### src/rtl/motor_pkg.sv
// Shared types and speed-code decoding for the rover H-bridge PWM driver.
package motor_pkg;

    typedef enum logic [1:0] {COAST, FWD, REV} dirE;
    typedef enum logic [1:0] {IDLE, DRIVE, DEAD} chanStateE;

    function automatic int unsigned speedDuty(input logic [1:0] code,
                                              input int unsigned d1,
                                              input int unsigned d2,
                                              input int unsigned d3);
        int unsigned duty;
        case (code)
            2'd1:    duty = d1;
            2'd2:    duty = d2;
            2'd3:    duty = d3;
            default: duty = 0;
        endcase
        return duty;
    endfunction

endpackage

### src/rtl/hbridge_channel.sv
// One H-bridge channel: command decode, direction FSM with shoot-through dead time,
// per-period duty ramp and registered EN/IN pin generation.
module hbridge_channel
    import motor_pkg::*;
#(
    parameter int unsigned PWM_PERIOD = 100000,
    parameter int unsigned DUTY1      = 40000,
    parameter int unsigned DUTY2      = 70000,
    parameter int unsigned DUTY3      = 100000,
    parameter int unsigned DEADTIME   = 1000,
    parameter int unsigned RAMP_STEP  = 100000,
    localparam int DW = $clog2(PWM_PERIOD + 1),
    localparam int TW = $clog2(DEADTIME + 1)
) (
    input  logic          clk,
    input  logic          reset,
    input  logic          fwdReq,
    input  logic          revReq,
    input  logic [1:0]    speed,
    input  logic          tick,
    input  logic [DW-1:0] cntNext,
    output logic          en,
    output logic          inA,
    output logic          inB
);

    chanStateE     state, stateN;
    dirE           dir, dirN, cmd;
    logic [DW-1:0] dutyCur, dutyN, target;
    logic [TW-1:0] deadCnt, deadN;
    logic [31:0]   cur32, tgt32, ramped;

    always_comb begin
        cmd = COAST;
        if (fwdReq && !revReq)
            cmd = FWD;
        else if (!fwdReq && revReq)
            cmd = REV;

        target = DW'(speedDuty(speed, DUTY1, DUTY2, DUTY3));
        cur32  = 32'(dutyCur);
        tgt32  = 32'(target);
        if (tgt32 >= cur32)
            ramped = (tgt32 - cur32 > RAMP_STEP) ? cur32 + RAMP_STEP : tgt32;
        else
            ramped = (cur32 - tgt32 > RAMP_STEP) ? cur32 - RAMP_STEP : tgt32;

        stateN = state;
        dirN   = dir;
        dutyN  = dutyCur;
        deadN  = deadCnt;
        case (state)
            IDLE: begin
                if (cmd != COAST) begin
                    stateN = DRIVE;
                    dirN   = cmd;
                    dutyN  = '0;
                end
            end
            DRIVE: begin
                if (cmd == COAST) begin
                    stateN = IDLE;
                    dutyN  = '0;
                end else if (cmd != dir) begin
                    stateN = DEAD;
                    dutyN  = '0;
                    deadN  = '0;
                end else if (tick) begin
                    dutyN = DW'(ramped);
                end
            end
            DEAD: begin
                // Command changes are ignored until the full dead interval has elapsed.
                if (deadCnt == TW'(DEADTIME - 1)) begin
                    dutyN = '0;
                    if (cmd == COAST) begin
                        stateN = IDLE;
                    end else begin
                        stateN = DRIVE;
                        dirN   = cmd;
                    end
                end else begin
                    deadN = deadCnt + TW'(1);
                end
            end
            default: begin
                stateN = IDLE;
                dutyN  = '0;
            end
        endcase
    end

    // Pins reflect the post-edge state so EN and IN always change on the same clock.
    always_ff @(posedge clk) begin
        if (reset) begin
            state   <= IDLE;
            dir     <= COAST;
            dutyCur <= '0;
            deadCnt <= '0;
            en      <= 1'b0;
            inA     <= 1'b0;
            inB     <= 1'b0;
        end else begin
            state   <= stateN;
            dir     <= dirN;
            dutyCur <= dutyN;
            deadCnt <= deadN;
            en      <= (stateN == DRIVE) && (cntNext < dutyN);
            inA     <= (stateN == DRIVE) && (dirN == FWD);
            inB     <= (stateN == DRIVE) && (dirN == REV);
        end
    end

endmodule

### src/rtl/hbridge_pwm_driver.sv
// Two-channel H-bridge driver: input registers, shared PWM period counter,
// sticky illegal-command fault, and one hbridge_channel per side (1 = left, 2 = right).
module hbridge_pwm_driver #(
    parameter int unsigned PWM_PERIOD = 100000,
    parameter int unsigned DUTY1      = 40000,
    parameter int unsigned DUTY2      = 70000,
    parameter int unsigned DUTY3      = 100000,
    parameter int unsigned DEADTIME   = 1000,
    parameter int unsigned RAMP_STEP  = 100000
) (
    input  logic       clk,
    input  logic       reset,
    input  logic       Forward1,
    input  logic       Backwards1,
    input  logic       Forward2,
    input  logic       Backwards2,
    input  logic [1:0] speedL,
    input  logic [1:0] speedR,
    output logic       ENA,
    output logic       IN1,
    output logic       IN2,
    output logic       ENB,
    output logic       IN3,
    output logic       IN4,
    output logic       fault
);

    localparam int DW = $clog2(PWM_PERIOD + 1);

    logic          fwd1Q, rev1Q, fwd2Q, rev2Q;
    logic [1:0]    speedLQ, speedRQ;
    logic [DW-1:0] cnt, cntNext;
    logic          tick;

    assign tick    = (cnt == DW'(PWM_PERIOD - 1));
    assign cntNext = tick ? '0 : cnt + DW'(1);

    always_ff @(posedge clk) begin
        if (reset) begin
            fwd1Q   <= 1'b0;
            rev1Q   <= 1'b0;
            fwd2Q   <= 1'b0;
            rev2Q   <= 1'b0;
            speedLQ <= '0;
            speedRQ <= '0;
            cnt     <= '0;
            fault   <= 1'b0;
        end else begin
            fwd1Q   <= Forward1;
            rev1Q   <= Backwards1;
            fwd2Q   <= Forward2;
            rev2Q   <= Backwards2;
            speedLQ <= speedL;
            speedRQ <= speedR;
            cnt     <= cntNext;
            fault   <= fault | (fwd1Q & rev1Q) | (fwd2Q & rev2Q);
        end
    end

    hbridge_channel #(
        .PWM_PERIOD(PWM_PERIOD), .DUTY1(DUTY1), .DUTY2(DUTY2), .DUTY3(DUTY3),
        .DEADTIME(DEADTIME), .RAMP_STEP(RAMP_STEP)
    ) chanL (
        .clk(clk), .reset(reset), .fwdReq(fwd1Q), .revReq(rev1Q), .speed(speedLQ),
        .tick(tick), .cntNext(cntNext), .en(ENA), .inA(IN1), .inB(IN2)
    );

    hbridge_channel #(
        .PWM_PERIOD(PWM_PERIOD), .DUTY1(DUTY1), .DUTY2(DUTY2), .DUTY3(DUTY3),
        .DEADTIME(DEADTIME), .RAMP_STEP(RAMP_STEP)
    ) chanR (
        .clk(clk), .reset(reset), .fwdReq(fwd2Q), .revReq(rev2Q), .speed(speedRQ),
        .tick(tick), .cntNext(cntNext), .en(ENB), .inA(IN3), .inB(IN4)
    );

endmodule
### config.mk
export PLATFORM = sky130hd
export DESIGN_NAME = hbridge_pwm_driver
export DESIGN_NICKNAME = d
export VERILOG_FILES = /design/src/rtl/motor_pkg.sv /design/src/rtl/hbridge_channel.sv /design/src/rtl/hbridge_pwm_driver.sv
export SDC_FILE = /design/constraint.sdc
export NUM_CORES = 1
export LEC_CHECK = 0
export ABC_AREA = 1
export BUFFER_PORTS_ARGS = -buffer_cell sky130_fd_sc_hd__buf_2
export CAP_MARGIN = 20
export CORE_AREA = 8 8 142 144
export DETAILED_ROUTE_END_ITERATION = 16
export DIE_AREA = 0 0 150 152
export HOLD_SLACK_MARGIN = 0.02
export PLACE_DENSITY = 0.7
export REMOVE_ABC_BUFFERS = 1
export SETUP_SLACK_MARGIN = 0.3
export SYNTH_ARGS = -nofsm -noshare
export SYNTH_HDL_FRONTEND = slang
export SYNTH_SLANG_ARGS = --single-unit
### constraint.sdc
create_clock -name clk -period 9.7 [get_ports clk]
set_clock_uncertainty 0.15 [all_clocks]
set_input_delay 1.455 -clock clk [delete_from_list [all_inputs] [get_ports clk]]
set_output_delay 1.455 -clock clk [all_outputs]
set_load 0.005 [all_outputs]
# Word level (Yosys, flattened, before mapping)
# Index checks and enable logic that the tools add are counted.
[word_totals]
register_bits = 94
output_inout_bits = 7
elab_cells = 149
[op_classes]
add_sub_neg = 11
magnitude_cmp = 8
eq_ne = 27
n_mux = 53
bitwise_logic = 4
n_reduce_logical = 24
[op_table]
columns = ["op", "n"]
rows = [
  ["2-to-1 mux 17 bit", 17],
  ["one-hot mux 17 bit (3 select lines)", 4],
  ["> comparator 32 x 17 -> 1 bit, second input constant", 4],
  ["subtractor 17 x 17 -> 18 bit", 4],
  ["2-to-1 mux 10 bit", 6],
  ["one-hot mux 10 bit (2 select lines)", 2],
  ["2-to-1 mux 2 bit", 18],
  ["adder 17 bit, second input constant", 2],
  [">= comparator 17 bit", 2],
  ["less-than comparator 17 bit", 2],
  ["subtractor 17 bit, second input constant", 2],
  ["adder 10 x 1 -> 10 bit, second input constant", 2],
  ["equality test 10 bit, second input constant", 2],
  ["adder 17 x 1 -> 17 bit, second input constant", 1],
  ["equality test 17 bit, second input constant", 1],
  ["equality test 2 x 1 -> 1 bit, second input constant", 8],
  ["equality test 2 bit, second input constant", 8],
  ["one-hot mux 2 bit (3 select lines)", 2],
  ["logical AND 1 bit", 10],
  ["zero test 2 bit", 4],
  ["!= test 2 bit, second input constant", 4],
  ["one-hot mux 2 bit (2 select lines)", 2],
  ["AND reduction 4 bit", 2],
  ["nonzero test 2 bit", 4],
  ["6 further kinds", 14],
]

# Depth between registers and ports, before layout
# Gate-level depths: netlist (run 1).
[logic_depth]
word_depth = 12
mapped_depth = 34

# Modules after synthesis
# From an unflattened synthesis (run 1), not the netlist that was laid out.
[unflattened]
cells_unflattened = 1663
area_unflattened_um2 = 10069.7
[by_module_without_submodules]
columns = ["module", "instances", "cells_each", "area_per_inst_um2"]
rows = [
  ["hbridge_channel at chanR", 1, 733, 4396.7],
  ["hbridge_channel at chanL", 1, 727, 4362.9],
  ["hbridge_pwm_driver", 1, 203, 1310.0],
]

# Worst setup path after synthesis (run 1)
# OpenSTA, ideal clock, no wires.
[synth_timing]
kind = "reg-to-reg"
start = "register speedRQ[0]"
end = "register chanR.en"
setup_time_ns = 0.070
arrival_ns = 3.895
required_time_ns = 9.480
slack_ns = 5.586
path_stages_with_launch = 33
path_buffers = 1
cell_sequence = "dfxtp_1 -> inv_1 -> ha_1 -> inv_1 -> ha_1 -> buf_2 -> nand2_1 -> inv_1 -> nand2_1 -> nand3_1 -> nand2_1 -> nand3_1 -> nand2_1 -> nand3_1 -> nor2_1 -> nand2_1 -> nand2_1 -> nand2_2 -> inv_1 -> nand2_1 -> nand3_1 -> nand3_1 -> a21oi_2 -> ha_1 -> a21oi_1 -> nor2_1 -> a211oi_1 -> nor2_1 -> a2111oi_0 -> nand2_1 -> nor2_1 -> o21ai_0 -> a21oi_1"
[synth_between]
elab_chain_cells = 12
elab_cells_between_ends = 18
[synth_lines]
columns = ["item", "line", "rtl"]
rows = [
  ["from (decl)", "hbridge_pwm_driver.sv:31", "logic [1:0] speedLQ, speedRQ;"],
  ["from (signal assigned)", "hbridge_pwm_driver.sv:54", "speedRQ <= speedR;"],
  ["equality test 2 bit or equality test 2 x 1 -> 1 bit (tied branches)", "motor_pkg.sv:12", "case (code)"],
  ["one-hot mux 17 bit (3 select lines) *", "motor_pkg.sv:12", ""],
  ["subtractor 17 x 17 -> 18 bit, on equally long branches", "hbridge_channel.sv:46, hbridge_channel.sv:44", ""],
  ["> comparator 32 x 17 -> 1 bit, on equally long branches", "hbridge_channel.sv:46, hbridge_channel.sv:44", ""],
  ["2-to-1 mux 17 bit, on equally long branches", "hbridge_channel.sv:46, hbridge_channel.sv:44", ""],
  ["2-to-1 mux 17 bit *", "hbridge_channel.sv:43", "if (tgt32 >= cur32)"],
  ["2-to-1 mux 17 bit *", "hbridge_channel.sv:68", "end else if (tick) begin"],
  ["2-to-1 mux 17 bit *", "hbridge_channel.sv:64", "end else if (cmd != dir) begin"],
  ["2-to-1 mux 17 bit *", "hbridge_channel.sv:61", "if (cmd == COAST) begin"],
  ["one-hot mux 17 bit (3 select lines) *", "hbridge_channel.sv:52", "case (state)"],
  ["less-than comparator 17 bit *", "hbridge_channel.sv:108", "en <= (stateN == DRIVE) && (cntNext < dutyN);"],
  ["logical AND 1 bit *", "hbridge_channel.sv:108", ""],
  ["to (signal assigned)", "hbridge_channel.sv:108", ""],
  ["to (decl)", "hbridge_channel.sv:22", "output logic en,"],
]
# Mark *: on every way between the ends. The rest lies on a longest branch, timed or not.
# A chain may end at the register's enable or synchronous reset.

# Worst setup path in the final report (run 1)
# Same ends and word-level chain as after synthesis.

==> impl_metrics.toml, run 1 <==
[status]
status = "complete, no violations"

[yosys]
synthSimpleGateAreaFrac_pct = 41.9
synthMuxAreaShare_pct = 0
post_synth.cell_area_avg_um2 = 6.03
ys_ff_latch = 94
synth-seq-area-share_pct = 19.5
synth_cell_types = 51
synthXorXnorAreaFrac_pct = 3.18
synth-async-reset-ratio_pct = 0
synth_fa_ha_area_share_pct = 11.2
synth_top_cell_by_area = "dfxtp_1"
synth_edf_count = 0
synth_ff_type = "dfxtp_1"
synth_compound_area_share_pct = 13.3
synth_top_area_share_pct = 19.5
synthTopCellsByArea = "dfxtp_1 20%, nand2_1 17%, ha_1 11%"
synth_top_family_by_area = "simple AND/OR/NAND/NOR gates"
synthCells = 1596
yosysWarnings = 0
synth_area_um2 = 9630

[timing]
hold_viol_final = 0
setup_viol = 0
tightest_slew_ps = 844
setup_ws_ps = 4430
setup_tns_ps = 0
fmax_ghz = 0.190
rsz0062_at_grt = "no"
post-route-min-period_ps = 5270
finalCritPeriodShare_pct = 54.4
maxSlewHeadroom_pct = 43.7
finalMaxSlewViolations = 0

[clock_network]
cts_tree = "built"
cts_inserted_buffers = 9
path_clk_slew_ps = 70
cts_setup_buffers = 0
ctsHoldBuffers = 0
cts_root_buf = "clkbuf_16"
worstSkewPairLatency_ps = 350
cts_num_sinks = 94
clockBufferDepth = 2
cts.repair.resized = 0
h-tree-depth = 3

[route]
wl_met2_mm = 11.7
drc_errors = 0
vias = 9992
post_drt_wl_per_cell_um = 15.1
drt_wl_total_mm = 27.7
ant_nets = 0
first_pass_iters = 6
drt_iter0_markers = 799
wl_met3_mm = 1.69
highest_layer = "met4"
avgViaCountPerCell = 5.45
wl_met1_mm = 13.8

[global_route]
antenna_found_initial = 0
grt_max_degree = 75
grt_pass1_vias = 9396
overflow = 0
grtUsageTotal_pct = 24.3
grt_pass1_wl_mm = 46.0

[placement]
placed_cells = 1816
placed_area_um2 = 9880
io_buffers = 16
hpwl_mm = 22.5
routabilityCongestion = 0.942
dp_slack_ps = 4490

[finish]
utilization_pct = 57.3
final_cell_count_no_fill = 1832
fill_cells = 1812
final_common_cell = "nand2_1"
final_cell_mix = "443 x nand2_1, 213 x inv_1, 174 x nor2_1, 123 x nand3_1, 94 x dfxtp_1"
fin_area_um2 = 10200
layout-drive-gt1-share_pct = 8.92
nets = 1693
area_growth_syn_to_layout_pct = 5.82
n_antenna_cell = 0

[floorplan]
core_area_um2 = 17800
die_y_um = 152
dieArea_um2 = 22800
die_w_um = 150
io_pins = 17
fp-row-count = 49
initial_core_util_pct = 54.2

[critical_path]
cp.required_ps = 9840
crit_fanout = 13
worstSetupEndpointType = "flop"
critPathArrivalTime_ps = 5410
cp-start-kind = "flop"
path_class = "reg -> reg"

[job]
drv_cap = 0

[power]
leakagePower_uw = 0.00498
ir_drop_mv = 0.113
power.density_nw_per_um2 = 106

[worst_hold_path]
min_path_type = "reg -> reg"
[critical path, stage by stage, from the launching register on]
cell and delay, ps:
dfxtp_1 450, inv_1 150, ha_1 260, nor2_2 310, ha_1 320, inv_1 110
nor2_1 70, nor2_2 140, nand2_2 100, nand2_1 80, nand3_1 120, a21oi_2 540
inv_2 250, nand3_2 180, o21ai_1 120, nand2_1 90, nand3_1 90, a21oi_2 190
ha_1 270, a21oi_1 150, nor2_1 60, a211oi_1 210, nor2_1 70, a2111oi_0 330
nand2_1 90, nor2_1 90, o21ai_0 100, a21oi_1 120
[through the flow]
| stage | hold slack (ps) | power, uW |
|---|---|---|
| after global placement | 309 | 724 |
| after detailed placement | 320 | 724 |
| after floorplan | 292 | 646 |
| final | 334 | 1080 |
| after CTS | 336 | 1080 |
| after global routing | 359 | 1140 |
[routing by layer]
| layer | vias to the layer above | GRT usage (%) |
|---|---|---|
| met5 | - | 0 |
| met4 | 0 | 5.67 |
| met3 | 38 | 3.36 |
| met2 | 290 | 37.1 |
| met1 | 4471 | 35.2 |
| li1 | 5193 | - |
[state kept, by name, indices dropped and copies added (netlist names), 2 cells and up]
| register | flops |
|---|---|
| chanL.dutyCur | 17 |
| chanR.dutyCur | 17 |
| cnt | 17 |
| chanL.deadCnt | 10 |
| chanR.deadCnt | 10 |
| chanL.dir | 2 |
| chanL.state | 2 |
| chanR.dir | 2 |
| chanR.state | 2 |
| speedLQ | 2 |
| speedRQ | 2 |
[synthesized netlist by cell type, types with 4 or more instances]
library cell / number
a21oi_2: 17
nand2_2: 15
nor3_1: 35
ha_1: 83
inv_1: 213
nor3_2: 4
o21bai_1: 5
nor2_2: 10
nand3_1: 123
dfxtp_1: 94
inv_2: 23
a31oi_1: 5
nor2_4: 6
nor2_1: 174
a21oi_1: 88
nand3_2: 13
buf_2: 7
nand3b_1: 4
a211oi_1: 5
clkbuf_1: 17
nand2_1: 443
o22ai_1: 5
or2_2: 9
nand4_1: 30
xor2_1: 28
nand2_4: 5
nor3b_1: 8
a21boi_0: 4
a21boi_1: 12
o21ai_1: 13
o21ai_0: 40
xnor2_1: 7
nor4_1: 15
o211ai_1: 6
[final timing paths]
check / from / end / slack, ps / cells after the start
min: chanL.deadCnt[1] / chanL.deadCnt[1] / 330 / 2
max reg2reg: speedRQ[0] / chanR.en / 4430 / 27
max: speedRQ[0] / chanR.en / 4430 / 27
min reg2reg: chanL.deadCnt[1] / chanL.deadCnt[1] / 330 / 2
[cells by family (layout without fill, tap and decap cells)]
family                   count (synthesis)  in the layout
flip-flops                              94             94
XOR/XNOR                                35             35
AO/OA/AOI/OAI                          215            215
adder cells (fa/ha/maj)                 85             85
buffers and inverters                  268            275
AND/OR/NAND/NOR                        899            899
[layout make-up]
cell class / count / area, um2 / share of cell area [%]
clock buffers: 10 / 239 / 2.35
clock inverters: 6 / 67.6 / 0.663
inverters: 239 / 897 / 8.80
multi-input cells: 1234 / 6710 / 65.8
flip-flops and latches: 94 / 1880 / 18.5
well taps: 229 / 287 / 2.81
repair buffers: 20 / 110 / 1.08
[where the power goes]
part | internal (uW) | switching (uW)
registers | 393 | 7.08
clock network | 188 | 170
logic | 99.3 | 222
total | 680 | 399
(Power assumes the default switching activity.)
==> run 2, diff against run 1 <==
Settings changed: PLACE_DENSITY 0.7 to 0.73.
Clock period 9.7 ns to 4.7 ns, I/O delays scaled along.
==> run 2 against run 1 <==
Fmax increased by 23%. Clock power increased by 110%. Register-to-register slack got worse by 4000 ps. Final cell count increased by 3.3%. Sequential power increased by 110%. Non-clock buffer count increased by 60. Core utilization increased by 5.9 points. Critical path depth increased by 3. Wire length increased by 7.0%. Count of clock-buffer cells in the layout unchanged. Worst setup slack got worse by 4000 ps.
==> impl_metrics.toml, run 2 (synthesis gave the netlist of run 1 again) <==
[status]
status = "complete, no violations"

[timing]
hold_ws_ps = 325
setup_tns_ps = 0
hold_viol_final = 0
post-route-min-period_ps = 4290
fmax_ghz = 0.233
setup_viol = 0
finalMaxSlewViolations = 0
maxSlewHeadroom_pct = 43.9
finalCritPeriodShare_pct = 91.3
tightest_slew_ps = 841
rsz0062_at_grt = "yes"

[route]
post_drt_wl_per_cell_um = 15.7
drt_iter0_markers = 713
vias = 10471
avgViaCountPerCell = 5.53
first_pass_iters = 7
drt_wl_total_mm = 29.6
ant_nets = 0
drc_errors = 0

[critical_path]
cp.required_ps = 4840
crit_start = "speedRQ[1]"
slowest_stage = "dfxtp_4"
cp-start-kind = "flop"
critPathArrivalTime_ps = 4430
path_class = "reg -> reg"
r2r_slack_ps = 410
crit_fanout = 7
reg2reg_to = "chanR.en"
r2r_cells = 30
cpMostUsedCell = "nand2_1"
timing.rr.start = "speedRQ[1]"
worstSetupEndpointType = "flop"
cpPeakStageDelay_ps = 370

[clock_network]
h-tree-depth = 3
cts_num_sinks = 94
cts_root_buf = "clkbuf_16"
cts_tree = "built"
cts_inserted_buffers = 9
worstSkewPairLatency_ps = 350
path_clk_slew_ps = 70
ctsHoldBuffers = 0
clockBufferDepth = 2

[power]
pwr-share-clk_pct = 31.0
leakagePower_uw = 0.00533
pwr-share-comb_pct = 34.2
switching_share_pct = 37.1
power.density_nw_per_um2 = 211
p_switching_uw = 877
ir_drop_mv = 0.243
seq_power_share_pct = 34.9
intPower_uw = 1490

[global_route]
overflow = 0
grt_pass1_wl_mm = 47.0
antenna_found_initial = 0
grtUsageTotal_pct = 25.0
grt_pass1_vias = 9398
grt_max_degree = 42

[finish]
n_antenna_cell = 0
nets = 1753
final_common_cell = "nand2_1"
regArea_um2 = 1890
fill_cells = 1689
area_growth_syn_to_layout_pct = 16.7
final_cell_mix = "422 x nand2_1, 201 x inv_1, 163 x nor2_1, 116 x nand3_1, 90 x dfxtp_1"
layout-drive-gt1-share_pct = 18.3
reg_top3 = "chanL.dutyCur (17), chanR.dutyCur (17), cnt (17)"
multi_input_area_um2 = 7280
fin_area_um2 = 11200

[placement]
io_buffers = 16
routabilityCongestion = 0.963
placed_area_um2 = 10200
hpwl_mm = 23.7

[floorplan]
die_y_um = 152
fp-row-count = 49
die_w_um = 150
core_area_um2 = 17800
initial_core_util_pct = 54.2
io_pins = 17
dieArea_um2 = 22800

[job]
drv_cap = 0

[worst_hold_path]
min_to = "fault"
min_path_type = "reg -> reg"
holdPathStages = 2
hp-start = "fault"
run 2: layout make-up:
| type | count | share of cell area (%) |
|---|---|---|
| clock buffers | 10 | 2.13 |
| flip-flops and latches | 94 | 16.9 |
| repair buffers | 80 | 5.06 |
| inverters | 239 | 8.17 |
| well taps | 229 | 2.55 |
| clock inverters | 6 | 0.479 |
| multi-input cells | 1234 | 64.8 |
run 2: how the worst max path moves through the flow:
| stage | cells after the start | to |
|---|---|---|
| detailed placement | 30 | chanL.en |
| global route | 29 | chanR.en |
| global placement | 28 | chanL.en |
| finish | 30 | chanR.en |
| floorplan | 27 | chanR.en |
| CTS | 26 | chanL.en |
run 2: through the flow:
stage	worst slack, ps	total power, uW	instances	util, %
6_report	410	2370	1892	63.2
5_1_grt	149	2490	1892	63.2
4_1_cts	296	2270	1875	59.6
3_5_place_dp	-5.99	1520	1856	57.3
3_3_place_gp	31.7	1520	1856	57.3
2_1_floorplan	398	1330	1567	-
run 2: power by group through the flow:
| stage | Combinational [uW] | Clock [uW] | Sequential (uW) |
|---|---|---|---|
| after global placement | 678 | 0 | 843 |
| after detailed placement | 678 | 0 | 843 |
| after global routing | 889 | 777 | 827 |
| final | 809 | 733 | 825 |
| after CTS | 700 | 744 | 825 |
| after floorplan | 493 | 0 | 840 |
run 2: metal layers:
layer  part of all wire [%]  wire length [um]  GRT usage (%)
met5                      0                 0              0
met4                    1.8               522           6.43
met3                    7.1              2090           2.88
met2                     44             13000           38.5
met1                     47             14000           36.0
run 2: timing repair:
item / CTS / global route
setup endpoints to repair: 2 / 2
resized for setup: 30 / 126
endpoints found under the hold margin: 0 / 0
setup buffers: 3 / 17
pin swaps: 3 / 29
gates cloned: 0 / 0
run 2: critical path: cells and delay by family (launching register included):
kind,cells,cell delay [ps]
AO/OA/AOI/OAI,6,890
adder cells (fa/ha/maj),3,860
buffers and inverters,3,280
flip-flops,1,370
AND/OR/NAND/NOR,18,1650
